`src/rtl/pipe_adder_pkg.sv`:
```
// Shared types and helpers for the pipelined adder/subtractor.
// The control bundle travels with each beat through every stage.
package pipe_adder_pkg;

   function automatic int chunk_width(input int width, input int stages);
      return width / stages;
   endfunction

   typedef struct packed {
      logic valid;
      logic sub;
      logic carry;
      logic a_msb;
      logic b_msb;
   } stage_ctl_t;

endpackage

```
`src/rtl/adder_stage.sv`:
```
// One CHUNK-wide slice of the pipelined adder: adds its chunk with the incoming
// carry and registers result chunk, carry-out and the beat's control bundle.
module adder_stage
   import pipe_adder_pkg::*;
#(
   parameter int CHUNK = 4
) (
   input  logic             clk,
   input  logic             rst,
   input  logic             en_i,
   input  stage_ctl_t       ctl_i,
   input  logic [CHUNK-1:0] a_i,
   input  logic [CHUNK-1:0] b_i,
   output stage_ctl_t       ctl_o,
   output logic [CHUNK-1:0] sum_o
);

   logic [CHUNK-1:0] b_eff_s;
   logic [CHUNK:0]   add_s;
   stage_ctl_t       ctl_d;
   stage_ctl_t       ctl_q;
   logic [CHUNK-1:0] sum_d;
   logic [CHUNK-1:0] sum_q;

   // Subtraction inverts this chunk of b; the borrow sense is already folded into carry.
   always_comb begin
      ctl_d   = ctl_q;
      sum_d   = sum_q;
      b_eff_s = ctl_i.sub ? ~b_i : b_i;
      add_s   = {1'b0, a_i} + {1'b0, b_eff_s} + {{CHUNK{1'b0}}, ctl_i.carry};
      if (en_i) begin
         ctl_d       = ctl_i;
         ctl_d.carry = add_s[CHUNK];
         sum_d       = add_s[CHUNK-1:0];
      end else begin
         ctl_d = ctl_q;
         sum_d = sum_q;
      end
   end

   always_ff @(posedge clk) begin
      if (rst) begin
         ctl_q <= '0;
         sum_q <= '0;
      end else begin
         ctl_q <= ctl_d;
         sum_q <= sum_d;
      end
   end

   assign ctl_o = ctl_q;
   assign sum_o = sum_q;

endmodule

```
`src/rtl/pipe_adder.sv`:
```
// Pipelined WIDTH-bit adder/subtractor, one CHUNK per stage, with valid/ready
// handshake on both sides and a whole-pipeline stall on backpressure.
module pipe_adder
   import pipe_adder_pkg::*;
#(
   parameter int WIDTH  = 16,
   parameter int STAGES = 4
) (
   input  logic             clk,
   input  logic             rst,
   input  logic             in_valid,
   output logic             in_ready,
   input  logic [WIDTH-1:0] a,
   input  logic [WIDTH-1:0] b,
   input  logic             cin,
   input  logic             sub,
   output logic             out_valid,
   input  logic             out_ready,
   output logic [WIDTH-1:0] sum,
   output logic             cout,
   output logic             ovf
);

   if ((WIDTH < 2) || (STAGES < 1) || (STAGES > WIDTH) || ((WIDTH % STAGES) != 0)) begin : g_param_check
      $fatal(1, "pipe_adder: illegal WIDTH/STAGES combination");
   end

   localparam int CHUNK = chunk_width(WIDTH, STAGES);

   logic       advance_s;
   stage_ctl_t in_ctl_s;
   stage_ctl_t out_ctl_s;

   // Subtract is a + ~b + ~cin, so stage 0 starts from cin ^ sub.
   always_comb begin
      in_ctl_s       = '0;
      in_ctl_s.valid = in_valid;
      in_ctl_s.sub   = sub;
      in_ctl_s.carry = cin ^ sub;
      in_ctl_s.a_msb = a[WIDTH-1];
      in_ctl_s.b_msb = b[WIDTH-1];
   end

   assign advance_s = !out_ctl_s.valid || out_ready;
   assign in_ready  = advance_s;

   for (genvar k = 0; k < STAGES; k++) begin : g_stage
      localparam int SRC_W = WIDTH - k * CHUNK;

      stage_ctl_t             ctl_in_s;
      stage_ctl_t             ctl_out_s;
      logic [SRC_W-1:0]       a_src_s;
      logic [SRC_W-1:0]       b_src_s;
      logic [CHUNK-1:0]       sum_chunk_s;
      logic [(k+1)*CHUNK-1:0] asm_s;

      if (k == 0) begin : g_head
         assign ctl_in_s = in_ctl_s;
         assign a_src_s  = a;
         assign b_src_s  = b;
         assign asm_s    = sum_chunk_s;
      end else begin : g_body
         localparam int PREV_W = SRC_W + CHUNK;

         logic [SRC_W-1:0]   a_rem_q;
         logic [SRC_W-1:0]   b_rem_q;
         logic [k*CHUNK-1:0] low_q;

         // Unadded operand chunks and finished sum chunks move in step with the beat.
         always_ff @(posedge clk) begin
            if (rst) begin
               a_rem_q <= '0;
               b_rem_q <= '0;
               low_q   <= '0;
            end else if (advance_s) begin
               a_rem_q <= g_stage[k-1].a_src_s[PREV_W-1:CHUNK];
               b_rem_q <= g_stage[k-1].b_src_s[PREV_W-1:CHUNK];
               low_q   <= g_stage[k-1].asm_s;
            end else begin
               a_rem_q <= a_rem_q;
               b_rem_q <= b_rem_q;
               low_q   <= low_q;
            end
         end

         assign ctl_in_s = g_stage[k-1].ctl_out_s;
         assign a_src_s  = a_rem_q;
         assign b_src_s  = b_rem_q;
         assign asm_s    = {sum_chunk_s, low_q};
      end

      adder_stage #(
         .CHUNK(CHUNK)
      ) u_stage (
         .clk   (clk),
         .rst   (rst),
         .en_i  (advance_s),
         .ctl_i (ctl_in_s),
         .a_i   (a_src_s[CHUNK-1:0]),
         .b_i   (b_src_s[CHUNK-1:0]),
         .ctl_o (ctl_out_s),
         .sum_o (sum_chunk_s)
      );
   end

   assign out_ctl_s = g_stage[STAGES-1].ctl_out_s;
   assign out_valid = out_ctl_s.valid;
   assign sum       = g_stage[STAGES-1].asm_s;
   assign cout      = out_ctl_s.carry;
   // Signed overflow: both addends share a sign that the result does not.
   assign ovf       = (out_ctl_s.a_msb == (out_ctl_s.b_msb ^ out_ctl_s.sub)) &&
                      (sum[WIDTH-1] != out_ctl_s.a_msb);

endmodule

```
`config.mk`:
```
export PLATFORM = sky130hd
export DESIGN_NAME = pipe_adder
export DESIGN_NICKNAME = d
export VERILOG_FILES = /design/src/rtl/pipe_adder_pkg.sv /design/src/rtl/adder_stage.sv /design/src/rtl/pipe_adder.sv
export SDC_FILE = /design/constraint.sdc
export NUM_CORES = 1
export LEC_CHECK = 0
export CAP_MARGIN = 20
export CELL_PAD_IN_SITES_DETAIL_PLACEMENT = 0
export CELL_PAD_IN_SITES_GLOBAL_PLACEMENT = 2
export CORE_ASPECT_RATIO = 1.2
export CORE_MARGIN = 5
export CORE_UTILIZATION = 32
export CTS_BUF_LIST = sky130_fd_sc_hd__clkbuf_4 sky130_fd_sc_hd__clkbuf_8 sky130_fd_sc_hd__clkbuf_16
export DETAILED_ROUTE_END_ITERATION = 8
export PLACE_DENSITY_LB_ADDON = 0.05
export SKIP_LAST_GASP = 1
export SLEW_MARGIN = 20
export SYNTH_ARGS = -nofsm -noshare
export SYNTH_HDL_FRONTEND = slang
export SYNTH_SLANG_ARGS = --single-unit
```
`constraint.sdc`:
```
create_clock -name clk -period 2.5 [get_ports clk]
set_clock_uncertainty 0.05 [all_clocks]
set_input_delay 0.5 -clock clk [delete_from_list [all_inputs] [get_ports clk]]
set_output_delay 0.5 -clock clk [all_outputs]
set_load 0.03 [all_outputs]
```
## Word level (Yosys, flattened, before mapping)

Cells that the tools add are included.
W data, S select, Z words.

| cells by class | value |
|---|---|
| add/subtract/negate cells | 8 |
| eq/ne operators | 2 |
| muxes and demuxes | 4 |
| bitwise logic cells | 6 |
| reductions and logical operators | 3 |

Operators by type and width:

| cell | number |
|---|---|
| $add A4 B4 Y5 | 4 |
| $add A5 B1 Y5 | 4 |
| $mux W4 | 4 |
| $not A4 Y4 | 4 |
| $xor A1 B1 Y1 | 2 |
| $eq A1 B1 Y1 | 1 |
| $logic_and A1 B1 Y1 | 1 |
| $logic_not A1 Y1 | 1 |
| $logic_or A1 B1 Y1 | 1 |
| $ne A1 B1 Y1 | 1 |

| storage, ports and cells | value |
|---|---|
| bits in registers | 108 |
| input port bits | 38 |
| logic and storage cells | 56 |

## Depth between registers and ports, before layout

| logic depth | value |
|---|---|
| word-level depth | 4 |
| mapped depth | 8 |
| depth with buffers taken out | 7 |

## Cells and area by module

Synthesis repeated with hierarchy kept, for this count alone.

| unflattened totals | value |
|---|---|
| cell total of the unflattened synthesis | 522 |
| area, all modules | 5108.6 um^2 |

Modules (own cells, without submodules):

| module | instances | cells each | area each (um^2) |
|---|---|---|---|
| pipe_adder | 1 | 318 | 3096.7 |
| adder_stage (g_stage[0].u_stage ...) | 3 | 51 | 505.5 |
| adder_stage (g_stage[1].u_stage) | 1 | 51 | 495.5 |

## Least setup slack after synthesis

No wires, ideal clock.

| timing path | value |
|---|---|
| path kind | input -> register |
| from | input sub |
| to | register g_stage[0].u_stage.ctl_q, in the netlist g_stage[0].u_stage.ctl_o[2] |
| data arrival time | 2.024 ns |
| data required time | 2.325 ns |
| slack | 0.301 ns |
| cell stages on the path | 8 |
| path buffers | 1 |
| cells stage by stage | clkbuf_1 -> xnor2_1 -> fa_1 -> inv_1 -> fa_1 -> a21o_1 -> a211oi_1 -> a211oi_1 |

| between the ends | value |
|---|---|
| word-level cells in the longest chain between the ends | 3 |
| elaborated cells on any way between the ends | 4 |
| classes of those cells | 2 x add/sub; 1 x mux; 1 x bitwise |

Ends and longest elaborated chain:

| what | line | text |
|---|---|---|
| start, declared | pipe_adder.sv:16 | `input logic sub,` |
| $mux W4 | adder_stage.sv:29 | `b_eff_s = ctl_i.sub ? ~b_i : b_i;` |
| $add A4 B4 Y5 | adder_stage.sv:30 | `add_s = {1'b0, a_i} + {1'b0, b_eff_s} + {{CHUNK{1'b0}}, ctl_i.carry};` |
| $add A5 B1 Y5 * | adder_stage.sv:30 |  |
| end signal, assigned | adder_stage.sv:46 | `ctl_q <= ctl_d;` |
| end, declared | adder_stage.sv:21 | `stage_ctl_t ctl_q;` |

Mark *: on every way between the ends. The rest lies on a longest branch, timed or not.
A chain may end at the register's enable or synchronous reset.

## Worst setup path after layout

| timing path | value |
|---|---|
| from | input out_ready |
| to | output in_ready |

| between the ends | value |
|---|---|
| word-level cells in the longest chain between the ends | 1 |

Ends and longest elaborated chain:

| what | line | text |
|---|---|---|
| start, declared | pipe_adder.sv:18 | `input logic out_ready,` |
| $logic_or A1 B1 Y1 | pipe_adder.sv:44 | `assign advance_s = !out_ctl_s.valid \|\| out_ready;` |
| end, declared | pipe_adder.sv:12 | `output logic in_ready,` |

Every way passes these cells.

==> key figures <==
Synth
  • Leading area contributor after synthesis: dfxtp_1
  • Seq/Total Area, Yosys: 0.477
  • Post-synth EDFFs: 0
  • Synth cell types: 26
  • Ys async rst share: 0
  • Net Count, Synth: 572
  • Synth Flop Type: dfxtp_1
  • Cell area after synthesis: 0.00428 mm^2
  • Post-synth top area share: 0.477
  • Synth area leaders: dfxtp_1 (48%), nand2_1 (15%), a21oi_1 (10%)
  • Synthesized area per cell: 8.33 um^2
  • Cells after synthesis: 514
  • Ys Warns: 0
  • Most frequent cell after synthesis: nand2_1
  • Post-synthesis register bit count: 102
  • Top cells by count, synth: nand2_1 (175), dfxtp_1 (102), a21oi_1 (89), buf_2 (16)

Layout
  • Register Area: 0.00204 mm^2
  • Share of cells above drive strength 1: 0.0536
  • Final Non-Filler Cells: 728
  • Area of the multi-input gates: 0.00199 mm^2
  • Synth-to-layout area growth: 23.4%
  • Fillers: 1398
  • Antenna diodes: 0
  • Nets: 613
  • Final core utilization: 0.401

Critical path
  • Worst r2r src: g_stage[2].u_stage.ctl_o[3]
  • Startpoint types: primary input
  • Critical-path cell list: clkdlybuf4s50_1, nor2b_4, clkinv_2, clkdlybuf4s50_1
  • Buffers & Inverters on Critical Path: 3
  • Critical Path End Type: output port
  • WP depth: 4
  • Crit Reg-Reg Endpoint: g_stage[3].u_stage.ctl_o[2]
  • CP max-delay cell: clkdlybuf4s50_1
  • CP arrival: 1.83 ns
  • Internal reg-to-reg setup slack: 0.53 ns
  • Worst setup path class: in2out
  • Critical path's top delay family: buffers and inverters
  • Crit Path Max Fanout: 2
  • Critical Path Start: out_ready
  • R2R cell count: 7
  • Critical Path RT: 1.95 ns
  • Cell mode on critical path: clkdlybuf4s50_1
  • Slowest Stage Delay on Critical Path: 0.61 ns

Floorplanning
  • Row cnt: 46
  • # IOs: 58
  • Die Ht: 137 um
  • Core footprint: 0.0132 mm^2
  • Initial Utilization: 0.325
  • Die footprint: 0.0158 mm^2
  • Die Width: 116 um

Routing
  • Vias/cell: 4.59
  • Via count: 3345
  • Routed wire per std cell: 13.5 um
  • Residual DRC: 0
  • Initial detailed-routing violation count: 70
  • Routed WL: 9800 um
  • Pre-antenna DRT Iters: 4
  • Post-route ant nets: 0

Global routing
  • Pin count of the biggest net entering global routing: 107
  • First-pass GRT wire length: 16700 um
  • Gr usage total: 0.133
  • Initial antenna violation count: 0
  • Vias in the first global route: 3294
  • GRT overflow: 0

Run
  • MaxCap Viol Count: 0

Clocking
  • Clk pin slew, worst setup/hold paths: 0.06 ns
  • Maximum buffer depth of the clock tree: 2
  • Clk_lat worst skew: 0.35 ns
  • Num CTS Buffers: 9
  • CTS H-Tree Depth: 3
  • # clock sinks: 102
  • CTS root buf: clkbuf_16
  • CTS tree: yes

Power and ir drop
  • P_leak: 2.10 nW
  • Total power: 3.66 mW
  • P per Cell Area: 692 mW/mm^2
  • Peak VDD IR: 0.375 mV

Timing
  • Fmax: 0.419 GHz
  • Worst slew pin tran: 0.697 ns
  • Final setup viols: 0
  • Min cycle time layout: 2.38 ns
  • Slew HR: 0.535
  • RSZ-0062 raised after global routing: no
  • Slew Viols, Final: 0
  • Final period utilization: 0.954
  • Setup TNS: 0 ns
  • Final Hold Vio Count: 0

Place
  • IO Port Bufs: 57
  • DP HPWL: 6290 um
  • RePlAce Congestion: 0.749
  • DP Cell Count: 712

Min path
  • Hold Path Class: reg2reg
  • Hold Crit Start: g_stage[2].g_body.low_q[1]
  • Number of stages on the worst hold path: 2
  • Hold Path Sink: g_stage[2].g_body.low_q[1]

Outcome
  • Outcome: completed
[power breakdown]
part	leakage, nW	internal (mW)	switching (mW)
clock	0.145	0.815	0.626
sequential	0.839	1.73	0.0572
combinational	1.11	0.211	0.220
total	2.10	2.76	0.903
[flip-flops by register name, indices dropped and copies added, names as in the netlist]
signal,flops
g_stage.b_src_s,24
g_stage.u_stage.sum_o,16
g_stage.a_src_s,24
g_stage.g_body.low_q,24
g_stage.u_stage.ctl_o,14
[per-stage QoR]
step / hold slack, ns / cell area (um^2) / setup slack [ns]
floorplan: 0.382 / 4280 / 0.301
global placement: 0.388 / 4980 / -0.0481
detailed placement: 0.394 / 4980 / -0.0758
CTS: 0.404 / 5280 / 0.0257
global route: 0.418 / 5290 / 0.0736
finish: 0.402 / 5290 / 0.115
[what timing repair did]
action	in CTS	in global routing
setup buffers	0	0
resized for setup	0	1
hold buffers	0	0
endpoints found under the setup margin	0	1
[tightest hold or removal path: stages, from the launching register on]
cell	delay, ns
dfxtp_1	0.31
nand2_1	0.05
a21oi_1	0.05
[layout by cell type (no fill, tap or decap)]
master,n
nand2_1,175
dfxtp_1,102
a21oi_1,89
clkdlybuf4s50_1,55
xor2_1,13
a211oi_1,13
inv_1,12
nor2_1,12
nand3b_1,12
ha_1,12
xnor2_1,9
clkbuf_16,9
buf_4,9
fa_1,8
a2111o_1,4
o211ai_1,4
a21o_1,3
buf_12,3
clkinv_2,2
clkinvlp_4,2
nor2b_4,1
nand2b_1,1
o22ai_1,1
nor3_1,1
nor2b_1,1
o21ai_0,1
a221oi_1,1
bufinv_16,1
clkinv_4,1
clkbuf_8,1
clkbuf_4,1
dlymetal6s2s_1,1
[area by class of cell]
type | instances | share of cell area
repair buffers | 68 | 0.131
flip-flops and latches | 102 | 0.386
multi-input cells | 361 | 0.376
inverters | 13 | 0.00947
well taps | 168 | 0.0398
clock inverters | 5 | 0.0111
clock buffers | 11 | 0.0466
[worst max-delay path by stage]
stage,end,slack [ns]
final,in_ready,0.12
after global placement,g_stage[0].u_stage.ctl_o[2],-0.05
after CTS,ovf,0.03
after global routing,in_ready,0.07
after detailed placement,g_stage[0].u_stage.ctl_o[2],-0.08
after floorplan,g_stage[0].u_stage.ctl_o[2],0.30
[layer usage]
| metal | vias up | track usage | share of wire |
|---|---|---|---|
| li1 | 1765 | - | - |
| met1 | 1523 | 0.183 | 0.49 |
| met2 | 45 | 0.206 | 0.46 |
| met3 | 12 | 0.0181 | 0.030 |
| met4 | 0 | 0.0607 | 0.020 |
| met5 | - | 0 | 0 |
[cells by family (layout without fill, tap and decap cells)]
family	count (synthesis)	count (layout)	synth area share
simple gates	203	203	0.192
compound gates	116	116	0.154
flops	102	102	0.477
buf+inv	51	97	0.0590
xor+xnor	22	22	0.0450
fa+ha+maj	20	20	0.0725
Power figures use the tool's default switching activity.
